[config.mk]
export PLATFORM = sky130hd
export DESIGN_NAME = timer_bank
export DESIGN_NICKNAME = d
export VERILOG_FILES = /design/src/rtl/timer_pkg.sv /design/src/rtl/timer_channel.sv /design/src/rtl/timer_bank.sv
export SDC_FILE = /design/constraint.sdc
export NUM_CORES = 1
export LEC_CHECK = 0
export BUFFER_PORTS_ARGS = -buffer_cell sky130_fd_sc_hd__buf_2
export CAP_MARGIN = 10
export CORE_MARGIN = 5
export CORE_UTILIZATION = 30
export CTS_CLUSTER_SIZE = 20
export DETAILED_ROUTE_END_ITERATION = 10
export SLEW_MARGIN = 5
export SYNTH_ARGS = -nofsm -noshare
export SYNTH_HDL_FRONTEND = slang
export SYNTH_SLANG_ARGS = --single-unit
[constraint.sdc]
create_clock -name clk_i -period 2.43 [get_ports clk_i]
set_input_delay 0 -clock clk_i [delete_from_list [all_inputs] [get_ports clk_i]]
set_output_delay 0 -clock clk_i [all_outputs]
set_load 0.005 [all_outputs]
[src/rtl/timer_pkg.sv]
// Shared types and constants for the timer bank and its channels.
package timer_pkg;

    // Per-channel control state.
    typedef enum logic {
        IDLE = 1'b0,
        RUN  = 1'b1
    } state_t;

    // Channel run mode, captured at start.
    localparam logic MODE_PERIODIC = 1'b0;
    localparam logic MODE_ONESHOT  = 1'b1;

endpackage

[src/rtl/timer_channel.sv]
// One timer channel: IDLE/RUN FSM, counter, shadowed final/compare/mode,
// registered done pulse and registered PWM level.
// Per-cycle priority is stop > start > tick; stop and start act even when
// the shared tick is frozen by the global enable.
// The FSM state is exposed on state_o so the parent (and any bound checker)
// can observe it directly.
module timer_channel
    import timer_pkg::*;
#(
    parameter int BITS = 8
) (
    input  logic            clk_i,
    input  logic            rst_ni,
    input  logic            tick_i,
    input  logic            start_i,
    input  logic            stop_i,
    input  logic            mode_i,
    input  logic [BITS-1:0] final_value_i,
    input  logic [BITS-1:0] compare_i,
    output logic [BITS-1:0] count_o,
    output logic            done_o,
    output logic            pwm_o,
    output state_t          state_o
);

    state_t          state_q, state_d;
    logic [BITS-1:0] count_q, count_d;
    logic [BITS-1:0] final_sh_q, final_sh_d;
    logic [BITS-1:0] cmp_sh_q, cmp_sh_d;
    logic            mode_q, mode_d;
    logic            done_q, done_d;
    logic            pwm_q, pwm_d;
    logic [BITS-1:0] count_inc;

    assign count_inc = count_q + 1'b1;

    // Register all channel state; synchronous active-low reset.
    always_ff @(posedge clk_i) begin
        if (!rst_ni) begin
            state_q    <= IDLE;
            count_q    <= '0;
            final_sh_q <= '0;
            cmp_sh_q   <= '0;
            mode_q     <= MODE_PERIODIC;
            done_q     <= 1'b0;
            pwm_q      <= 1'b0;
        end else begin
            state_q    <= state_d;
            count_q    <= count_d;
            final_sh_q <= final_sh_d;
            cmp_sh_q   <= cmp_sh_d;
            mode_q     <= mode_d;
            done_q     <= done_d;
            pwm_q      <= pwm_d;
        end
    end

    // Next-state logic: stop beats start, start beats tick. PWM is computed
    // from the count value that will be loaded, so it moves with count_o.
    always_comb begin
        state_d    = state_q;
        count_d    = count_q;
        final_sh_d = final_sh_q;
        cmp_sh_d   = cmp_sh_q;
        mode_d     = mode_q;
        done_d     = 1'b0;
        pwm_d      = pwm_q;

        if (stop_i) begin
            state_d = IDLE;
            count_d = '0;
            pwm_d   = 1'b0;
        end else if (start_i) begin
            final_sh_d = final_value_i;
            cmp_sh_d   = compare_i;
            mode_d     = mode_i;
            count_d    = '0;
            state_d    = RUN;
            pwm_d      = (compare_i != '0);
        end else if (state_q == RUN && tick_i) begin
            if (count_q == final_sh_q) begin
                done_d  = 1'b1;
                count_d = '0;
                if (mode_q == MODE_ONESHOT) begin
                    state_d = IDLE;
                    pwm_d   = 1'b0;
                end else begin
                    // Periodic reload: new final/compare take effect here only.
                    final_sh_d = final_value_i;
                    cmp_sh_d   = compare_i;
                    pwm_d      = (compare_i != '0);
                end
            end else begin
                count_d = count_inc;
                pwm_d   = (count_inc < cmp_sh_q);
            end
        end
    end

    assign count_o = count_q;
    assign done_o  = done_q;
    assign pwm_o   = pwm_q;
    assign state_o = state_q;

endmodule

[src/rtl/timer_bank.sv]
// Multi-channel programmable timer: one shared prescaler produces a common
// tick that drives CHANNELS independent timer_channel instances.
//
// Handshake note: there is no valid/ready pairing here. start_i and stop_i
// are level requests sampled on every rising edge; holding one high repeats
// its action each cycle. done_o is a single-cycle pulse with no back-pressure.
module timer_bank
    import timer_pkg::*;
#(
    parameter int BITS          = 8,
    parameter int CHANNELS      = 4,
    parameter int PRESCALE_BITS = 4
) (
    input  logic                     clk_i,
    input  logic                     rst_ni,
    input  logic                     enable_i,
    input  logic [PRESCALE_BITS-1:0] prescale_i,
    input  logic [CHANNELS-1:0]      start_i,
    input  logic [CHANNELS-1:0]      stop_i,
    input  logic [CHANNELS-1:0]      mode_i,
    input  logic [CHANNELS*BITS-1:0] final_value_i,
    input  logic [CHANNELS*BITS-1:0] compare_i,
    output logic [CHANNELS*BITS-1:0] count_o,
    output logic [CHANNELS-1:0]      busy_o,
    output logic [CHANNELS-1:0]      done_o,
    output logic [CHANNELS-1:0]      pwm_o
);

    logic [PRESCALE_BITS-1:0] presc_q, presc_d;
    logic                     tick;

    // Using >= lets a divide value lowered on the fly wrap immediately
    // instead of rolling all the way round the counter.
    assign tick = enable_i && (presc_q >= prescale_i);

    // Prescaler next value: advance while enabled, wrap on tick, else hold.
    always_comb begin
        presc_d = presc_q;
        if (enable_i) begin
            presc_d = tick ? '0 : presc_q + 1'b1;
        end
    end

    // Prescaler register.
    always_ff @(posedge clk_i) begin
        if (!rst_ni) begin
            presc_q <= '0;
        end else begin
            presc_q <= presc_d;
        end
    end

    for (genvar g = 0; g < CHANNELS; g++) begin : g_ch
        state_t ch_state;

        timer_channel #(
            .BITS (BITS)
        ) u_ch (
            .clk_i         (clk_i),
            .rst_ni        (rst_ni),
            .tick_i        (tick),
            .start_i       (start_i[g]),
            .stop_i        (stop_i[g]),
            .mode_i        (mode_i[g]),
            .final_value_i (final_value_i[g*BITS +: BITS]),
            .compare_i     (compare_i[g*BITS +: BITS]),
            .count_o       (count_o[g*BITS +: BITS]),
            .done_o        (done_o[g]),
            .pwm_o         (pwm_o[g]),
            .state_o       (ch_state)
        );

        assign busy_o[g] = (ch_state == RUN);
    end

endmodule

==> After elaboration in Yosys (flattened, before gate mapping) <==
Index checks and enable logic that the tools add are counted.
{ "word_totals": {"output_inout_bits": 44, "n_memories": 0, "romBits": 0, "elab_cells": 174, "in_bits": 83, "reg_bits": 116, "ramBits": 0, "latch_bits": 0} }
{ "op_classes": {"mul": 0, "n_eq_ne": 8, "order_cmp": 5, "n_bitwise": 9, "shifts": 0, "n_reduce_logical": 45, "muxes": 73, "n_div": 0, "addsub": 5} }
{ "ops": {"columns": ["op", "n"], "rows": [
  ["8-bit two-way mux", 36],
  ["1-bit two-way mux", 36],
  ["8-bit by 1-bit adder with 8-bit output (second input constant)", 4],
  ["8-bit equality test", 4],
  ["8-bit < comparator", 4],
  ["8-bit nonzero test", 4],
  ["2-bit nonzero test", 12],
  ["4-bit AND reduction", 4],
  ["4-bit OR reduction", 4],
  ["3-bit AND reduction", 4],
  ["3-bit OR reduction", 4],
  ["1-bit NOT", 9],
  ["2-bit inequality test (second input constant)", 4],
  ["2-bit AND reduction", 4],
  ["2-bit OR reduction", 4],
  ["1-bit logical AND", 5],
  ["4-bit by 1-bit adder with 4-bit output (second input constant)", 1],
  ["4-bit >= comparator", 1],
  ["4-bit two-way mux", 1]
]} }

==> Logic depth before layout (Yosys ltp) <==
Gate-level depths: netlist (run 1).
{ "depth": {"depth_word": 5, "depth_mapped": 11, "mapped_depth_nobuf": 10} }

==> Hierarchy <==
A second synthesis (run 1) with hierarchy kept.
{ "unflattened": {"hier_cells": 820, "hier_area_um2": 6740.2} }
{ "modules_own_cells": {"columns": ["module", "area_each_um2", "seq_area_each_um2", "instances", "cells_each"], "rows": [
  ["timer_channel", 1596.5, 560.5, 4, 195],
  ["timer_bank", 354.1, 80.1, 1, 40]
]} }

==> Least setup slack after synthesis (run 1) <==
OpenSTA, ideal clock, no wires.
{ "synth_path": {"kind": "register -> register", "startpoint": "register g_ch[2].u_ch.count_q[0]", "endpoint": "register g_ch[2].u_ch.pwm_q", "arrival_ps": 2014, "n_path_buf": 0, "path_stages_with_launch": 10, "synth_period_minus_slack_ps": 2088, "required_ps": 2356, "setup_ps": 74, "setup_slack_ps": 342, "cell_sequence": "dfxtp_1 > ha_1 > and3_1 > nand3_1 > xnor2_1 > ha_1 > a21o_1 > a211oi_1 > nand4b_1 > a31oi_1"} }
{ "synth_via": {"elab_chain_cells": 5, "elab_cells_between_ends": 6, "cone_classes": "add/sub (1); order compare (1); eq/ne (1); mux (3)"} }
{ "synth_rtl": {"columns": ["element", "line", "text"], "rows": [
  ["start, declared", "timer_channel.sv:27", "logic [BITS-1:0] count_q, count_d;"],
  ["start signal, assigned", "timer_channel.sv:49", "count_q <= count_d;"],
  ["8-bit by 1-bit adder with 8-bit output", "timer_channel.sv:35", "assign count_inc = count_q + 1'b1;"],
  ["8-bit < comparator", "timer_channel.sv:95", "pwm_d = (count_inc < cmp_sh_q);"],
  ["1-bit two-way mux (*)", "timer_channel.sv:81", "if (count_q == final_sh_q) begin"],
  ["1-bit two-way mux (*)", "timer_channel.sv:80", "end else if (state_q == RUN && tick_i) begin"],
  ["1-bit two-way mux (*)", "timer_channel.sv:73", "end else if (start_i) begin"],
  ["end signal, assigned", "timer_channel.sv:54", "pwm_q <= pwm_d;"],
  ["end, declared", "timer_channel.sv:32", "logic pwm_q, pwm_d;"]
]} }
Mark *: on every way between the ends. The rest lies on a longest branch, timed or not. The select of a mux whose other input is x is not followed.
A chain may end at the register's enable or synchronous reset.

==> Final worst setup path (run 1) <==
{ "layout_path": {"startpoint": "register g_ch[3].u_ch.count_q[1]", "endpoint": "register g_ch[3].u_ch.pwm_q"} }
{ "layout_via": {"elab_chain_cells": 5, "elab_cells_between_ends": 6, "cone_classes": "add/sub (1); order compare (1); eq/ne (1); mux (3)"} }
{ "layout_rtl": {"columns": ["element", "line"], "rows": [
  ["start, declared", "timer_channel.sv:27"],
  ["start signal, assigned", "timer_channel.sv:49"],
  ["8-bit by 1-bit adder with 8-bit output", "timer_channel.sv:35"],
  ["8-bit < comparator", "timer_channel.sv:95"],
  ["1-bit two-way mux (*)", "timer_channel.sv:81"],
  ["1-bit two-way mux (*)", "timer_channel.sv:80"],
  ["1-bit two-way mux (*)", "timer_channel.sv:73"],
  ["end signal, assigned", "timer_channel.sv:54"],
  ["end, declared", "timer_channel.sv:32"]
]} }
Marked as above.

==> results.ini, run 1 <==
[finish]
final_core_utilization_pct = 40.1
syn_to_final_growth_pct = 31.9
antenna_cells = 0
design_area_um2 = 8730
fillCellCount = 2221
nets = 1098
layout-drive-gt1-share_pct = 19.9

[worst_setup_path]
crit_type = register to register
slowest_stage = dfxtp_1
max_stage_delay_ns = 0.42
crit_fanout = 5
crit_chain = ha_2, and3_1, nand3_1, xnor2_2, ha_1, a21o_1, a211oi_1, nand4b_1, a31oi_1
crit_arrival_ns = 2.58
start_kind = register
endpoint_kind = register
cp.required_ns = 2.77

[timing]
skew_ns = 0.0104
relSlewSlack_pct = 53.2
setup_viol = 0
drv_slew = 0
fmax_mhz = 446
rsz0062_at_grt = false
tns_ns = 0
hold_ws_ns = 0.0362
period_share_pct = 92.2
worstMarginPinSlew_ns = 0.697
hold_violations = 0
layout_min_cycle_time_ns = 2.24

[routing]
wl_um = 20500
viasPerCell = 5.19
drtPass1Iterations = 5
drc = 0
routedWlPerCell_um = 16.2
antenna_left = 0
drtIter0Drc = 510
vias = 6595

[placement]
port_buffers = 126
placed_area_um2 = 7390
routabilityCongestion = 0.853
hpwl_um = 14500

[clocking]
cts.sinks = 116
cts_setup_buffers = 0
clock_path_buffers = 2
cts_root_buf = clkbuf_16
cts_buffers = 17
h-tree-depth = 4
tritoncts = done
clock_latency_ns = 0.41
clk_pin_slew_ns = 0.06

[logic_synthesis]
yosysUniqueCellTypes = 39
syn_nets = 916
yosys_warnings = 0
synth_area_leader_cell = dfxtp_1
async_reset_ff_share_pct = 0
synthCells = 796
syn-cell-area_um2 = 6620
syn_avg_cell_area_um2 = 8.32
synth_edf_count = 0
synth_top_area_share_pct = 35.1
seq_area_frac_synth_pct = 35.1
synth-seq-cells = 116
synth_ff_type = dfxtp_1
ys_top_cells_by_area = dfxtp_1 35%, a21oi_1 7.9%, ha_1 7.0%, nand3_1 6.7%, xor2_1 6.2%

[floorplan]
coreArea_um2 = 21800
fp-row-count = 54
chipHeight_um = 159
chipWidth_um = 159
start_util_pct = 30.4
die-area_um2 = 25100
io_pins = 127

[power_and_ir_drop]
pwr_density_cell_nw_per_um2 = 584
leakagePower_nw = 3.85
vdd_drop_max_uv = 365

[run_status]
outcome = completed

[grt]
grt_pass1_wl_um = 32200
grt_pass1_vias = 6206
grt_overflow = 0
antenna_found_initial = 0
grt_usage_pct = 16.1
grt_max_degree = 29

[job]
maxCapViolCount = 0

[hold_path]
hold_class = input pin to register

==> placed cells by master (no fill, tap or decap), drive strengths merged, types with 5 or more instances in the layout <==
| cell type | instances |
|---|---|
| a41o | 8 |
| nor4 | 18 |
| a32o | 12 |
| buf | 145 |
| inv | 41 |
| xor2 | 48 |
| o21ai | 92 |
| a21oi | 105 |
| nand2 | 31 |
| and3 | 27 |
| dlygate4sd3 | 76 |
| a21o | 5 |
| nor2 | 22 |
| nand4 | 9 |
| clkbuf | 23 |
| nand4b | 7 |
| clkinv | 8 |
| nor3 | 14 |
| ha | 37 |
| o31ai | 5 |
| nor3b | 7 |
| dfxtp | 116 |
| a31oi | 8 |
| xnor2 | 9 |
| nand3 | 89 |
==> cell type report <==
type / count / area [um^2] / share of cell area (%)
Clock buffer: 23 / 488 / 5.59
Clock inverter: 8 / 76.3 / 0.874
Inverter: 45 / 169 / 1.93
Multi-Input combinational cell: 577 / 3790 / 43.4
Sequential cell: 116 / 2320 / 26.6
Tap cell: 280 / 350 / 4.01
Timing Repair Buffer: 221 / 1530 / 17.6
==> power by group <==
group          internal (mW)  switching [mW]  leakage (nW)  total (mW)
logic                  0.287           0.373          2.64       0.660
clock network           1.51           0.928         0.271        2.43
registers               1.96          0.0404         0.945        2.01
==> final timing paths <==
| path | startpoint | end | slack, ns | cells past startpoint |
|---|---|---|---|---|
| setup / recovery | g_ch[3].u_ch.count_o[1] | g_ch[3].u_ch.pwm_o | 0.19 | 9 |
| hold / removal | start_i[1] | g_ch[1].u_ch.state_o | 0.04 | 3 |
| setup reg to reg | g_ch[3].u_ch.count_o[1] | g_ch[3].u_ch.pwm_o | 0.19 | 9 |
| hold reg to reg | g_ch[2].u_ch.cmp_sh_q[1] | g_ch[2].u_ch.cmp_sh_q[1] | 0.48 | 2 |
==> flip-flops by register name, indices dropped and copies added (netlist names) <==
name,count
presc_q,4
g_ch.u_ch.count_o,32
g_ch.u_ch.cmp_sh_q,32
g_ch.u_ch.mode_q,4
g_ch.u_ch.done_o,4
g_ch.u_ch.final_sh_q,32
g_ch.u_ch.pwm_o,4
g_ch.u_ch.state_o,4
==> cells in the mapped netlist (3+ instances only) <==
| cell | instances |
|---|---|
| ha_1 | 37 |
| buf_6 | 8 |
| nor3_1 | 14 |
| nand3_1 | 89 |
| nand2_1 | 31 |
| clkinv_1 | 4 |
| and3_1 | 27 |
| o211ai_1 | 4 |
| nand4_1 | 9 |
| a31oi_1 | 8 |
| nor4_4 | 8 |
| nor4_1 | 10 |
| a21boi_0 | 4 |
| a32o_1 | 12 |
| a21oi_1 | 105 |
| nand4b_1 | 7 |
| nor3b_1 | 7 |
| or3_1 | 4 |
| a21o_1 | 5 |
| o21ai_0 | 77 |
| xor2_1 | 47 |
| a41o_1 | 4 |
| buf_4 | 15 |
| buf_2 | 10 |
| o21ai_1 | 14 |
| nor2_1 | 22 |
| inv_1 | 41 |
| a41oi_2 | 4 |
| dfxtp_1 | 116 |
| a41o_2 | 4 |
| xnor2_1 | 9 |
| o31ai_1 | 5 |
| a211oi_1 | 3 |
| clkbuf_1 | 24 |
| and2_1 | 4 |
==> cell families (layout without fill, tap and decap cells) <==
| kind of cell | after synthesis | in the layout | synth area share, % |
|---|---|---|---|
| AO/OA/AOI/OAI | 250 | 250 | 22.2 |
| AND/OR/NAND/NOR | 233 | 233 | 20.3 |
| flip-flops | 116 | 116 | 35.1 |
| buffers and inverters | 103 | 297 | 7.81 |
| XOR/XNOR | 57 | 57 | 7.66 |
| adder cells (fa/ha/maj) | 37 | 37 | 6.99 |
==> stage by stage <==
stage	total power, mW	cells	worst slack (ns)
after floorplan	2.42	796	0.342
after global placement	2.61	1163	0.269
after detailed placement	2.61	1163	0.184
after CTS	5.15	1270	0.156
after global routing	5.32	1270	0.00660
final	5.10	1270	0.190
==> worst max-delay path, delay by kind of cell, from the launching register on <==
kind,cells,cell delay (ns)
AOI/OAI and AO/OA,3,0.58
xor gates and xnor gates,1,0.18
adders and majority gates,2,0.57
DFF,1,0.42
and+or+nand+nor,3,0.43
==> timing repair <==
action | 4_1_cts | 5_1_grt
resized for setup | 0 | 4
hold endpoints to repair | 72 | 0
hold buffers | 76 | 0
setup endpoints to repair | 0 | 2
==> metal layers <==
layer	wire [um]	vias to the layer above	global-route usage, %
li1	-	3261	-
met1	9730	3125	21.9
met2	9640	194	26.5
met3	981	15	2.94
met4	184	0	4.26
met5	0	-	0
(Power assumes the default switching activity.)
==> inputs of run 2 (changes only) <==
==> constraint.sdc (replaced) <==
create_clock -name clk_i -period 2.43 [get_ports clk_i]
set_input_delay 0.1215 -clock clk_i [delete_from_list [all_inputs] [get_ports clk_i]]
set_output_delay 0.1215 -clock clk_i [all_outputs]
set_load 0.005 [all_outputs]
==> run 2 against run 1 <==
Utilization shrank 0.31 points. Cell count shrank 0.63%. Maximum frequency shrank 1.2%. Highest routed layer unchanged.
==> results.ini, run 2 (same netlist as run 1, synthesis figures left out) <==
[clocking]
cts_root_buf = clkbuf_16
cts_setup_buffers = 0
tritoncts = done
clock_latency_ns = 0.41
cts_buffers = 17
cts.sinks = 116
clock_path_buffers = 2
clk_pin_slew_ns = 0.05
h-tree-depth = 4

[hold_path]
hp-start = final_value_i[15]
hold-path-endpoint = g_ch[1].u_ch.final_sh_q[7]
hold_depth = 3
hold_class = input pin to register

[routing]
viasPerCell = 5.14
routedWlPerCell_um = 15.8
wl_um = 19900
drtPass1Iterations = 5
drc = 0
antenna_left = 0
drtIter0Drc = 491
vias = 6481

[worst_setup_path]
critical_path.top_delay_family = adder cells
crit_top_cell = ha_1
r2r-start = g_ch[0].u_ch.count_o[1]
slowest_stage = dfxtp_1
crit_buf_inv = 0
endpoint_kind = register
crit_fanout = 5
crit_chain = ha_1, and3_1, nand3_1, xnor2_1, ha_1, a21o_1, a211oi_1, nand4b_1, a31oi_1
crit_arrival_ns = 2.60
r2r-end = g_ch[0].u_ch.pwm_o
cp.required_ns = 2.76
crit_start = g_ch[0].u_ch.count_o[1]
max_stage_delay_ns = 0.41
start_kind = register
rrSetupSlack_ns = 0.16
crit_type = register to register
ff2ff_path_depth = 9

[grt]
grt_overflow = 0
antenna_found_initial = 0
grt_max_degree = 30
grt_pass1_vias = 6268
grt_pass1_wl_um = 32000
grt_usage_pct = 15.8

[power_and_ir_drop]
pwr_density_cell_nw_per_um2 = 601
pwr-share-seq_pct = 38.5
switching_share_pct = 25.0
vdd_drop_max_uv = 405
power_frac_clock_pct = 49.0
leakagePower_nw = 3.84
total_power_mw = 5.21
switchingPower_mw = 1.30
combPwrFrac_pct = 12.5
p_int_mw = 3.90

[timing]
tns_ns = 0
layout_min_cycle_time_ns = 2.27
rsz0062_at_grt = false
relSlewSlack_pct = 56.0
hold_violations = 0
hold_ws_ns = 0.0105
fmax_mhz = 441
worst_slack_ns = 0.162
setup_viol = 0
drv_slew = 0
skew_ns = 0.0121
worstMarginPinSlew_ns = 0.655
period_share_pct = 93.3

[floorplan]
fp-row-count = 54
coreArea_um2 = 21800
die-area_um2 = 25100
chipWidth_um = 159
io_pins = 127
chipHeight_um = 159
start_util_pct = 30.4

[placement]
placed_area_um2 = 7410
port_buffers = 126
routabilityCongestion = 0.851
dp_cells = 1165
hpwl_um = 14500
post-place-ws_ns = 0.202

[finish]
final_core_utilization_pct = 39.8
layout_commonest_cell = buf_2
fin_cells = 1262
syn_to_final_growth_pct = 30.9
nets = 1090
antenna_cells = 0
final_cell_mix = 126 x buf_2, 116 x dfxtp_1, 105 x a21oi_1, 89 x nand3_1, 77 x o21ai_0
layout-drive-gt1-share_pct = 19.9
fillCellCount = 2236
design_area_um2 = 8670

[run_status]
outcome = completed

[job]
maxCapViolCount = 0

==> run 2: layout make-up <==
cell class	instances	area, um^2	area share [%]
clock buffers	22	464	5.36
clock inverters	9	129	1.49
inverters	45	169	1.95
multi-input cells	577	3780	43.6
flip-flops and latches	116	2320	26.8
well taps	280	350	4.04
repair buffers	213	1450	16.7
==> run 2: layer usage <==
layer / up-vias / wire (um) / track usage (%)
li1: 3243 / - / -
met1: 3043 / 9470 / 21.0
met2: 182 / 9330 / 26.6
met3: 13 / 959 / 2.85
met4: 0 / 194 / 4.02
met5: - / 0 / 0
==> run 2: power by group through the flow <==
| stage | Sequential (mW) | Combinational [mW] | Clock, mW |
|---|---|---|---|
| after floorplan | 2.03 | 0.382 | 0 |
| after global placement | 2.04 | 0.567 | 0 |
| after detailed placement | 2.05 | 0.566 | 0 |
| after CTS | 2.00 | 0.650 | 2.62 |
| after global routing | 2.01 | 0.718 | 2.69 |
| final | 2.00 | 0.652 | 2.55 |
==> run 2: worst min-delay path, cell delays in order <==
cell     delay (ns)
buf_2          0.09
nand3_1        0.08
a21oi_1        0.07
==> run 2: what timing repair did <==
item | 4_1_cts | 5_1_grt
hold endpoints to repair | 66 | 0
endpoints found under the setup margin | 0 | 1
gates resized for setup | 0 | 1
hold buffers | 66 | 0
==> run 2: worst max path at each step <==
stage,to,slack (ns),cells after the start
6_report,g_ch[0].u_ch.pwm_o,0.16,9
5_1_grt,g_ch[3].u_ch.pwm_o,0.009,9
3_5_place_dp,g_ch[0].u_ch.pwm_o,0.20,9
2_1_floorplan,g_ch[2].u_ch.pwm_o,0.34,9
4_1_cts,g_ch[0].u_ch.pwm_o,0.18,9
3_3_place_gp,g_ch[2].u_ch.pwm_o,0.27,8
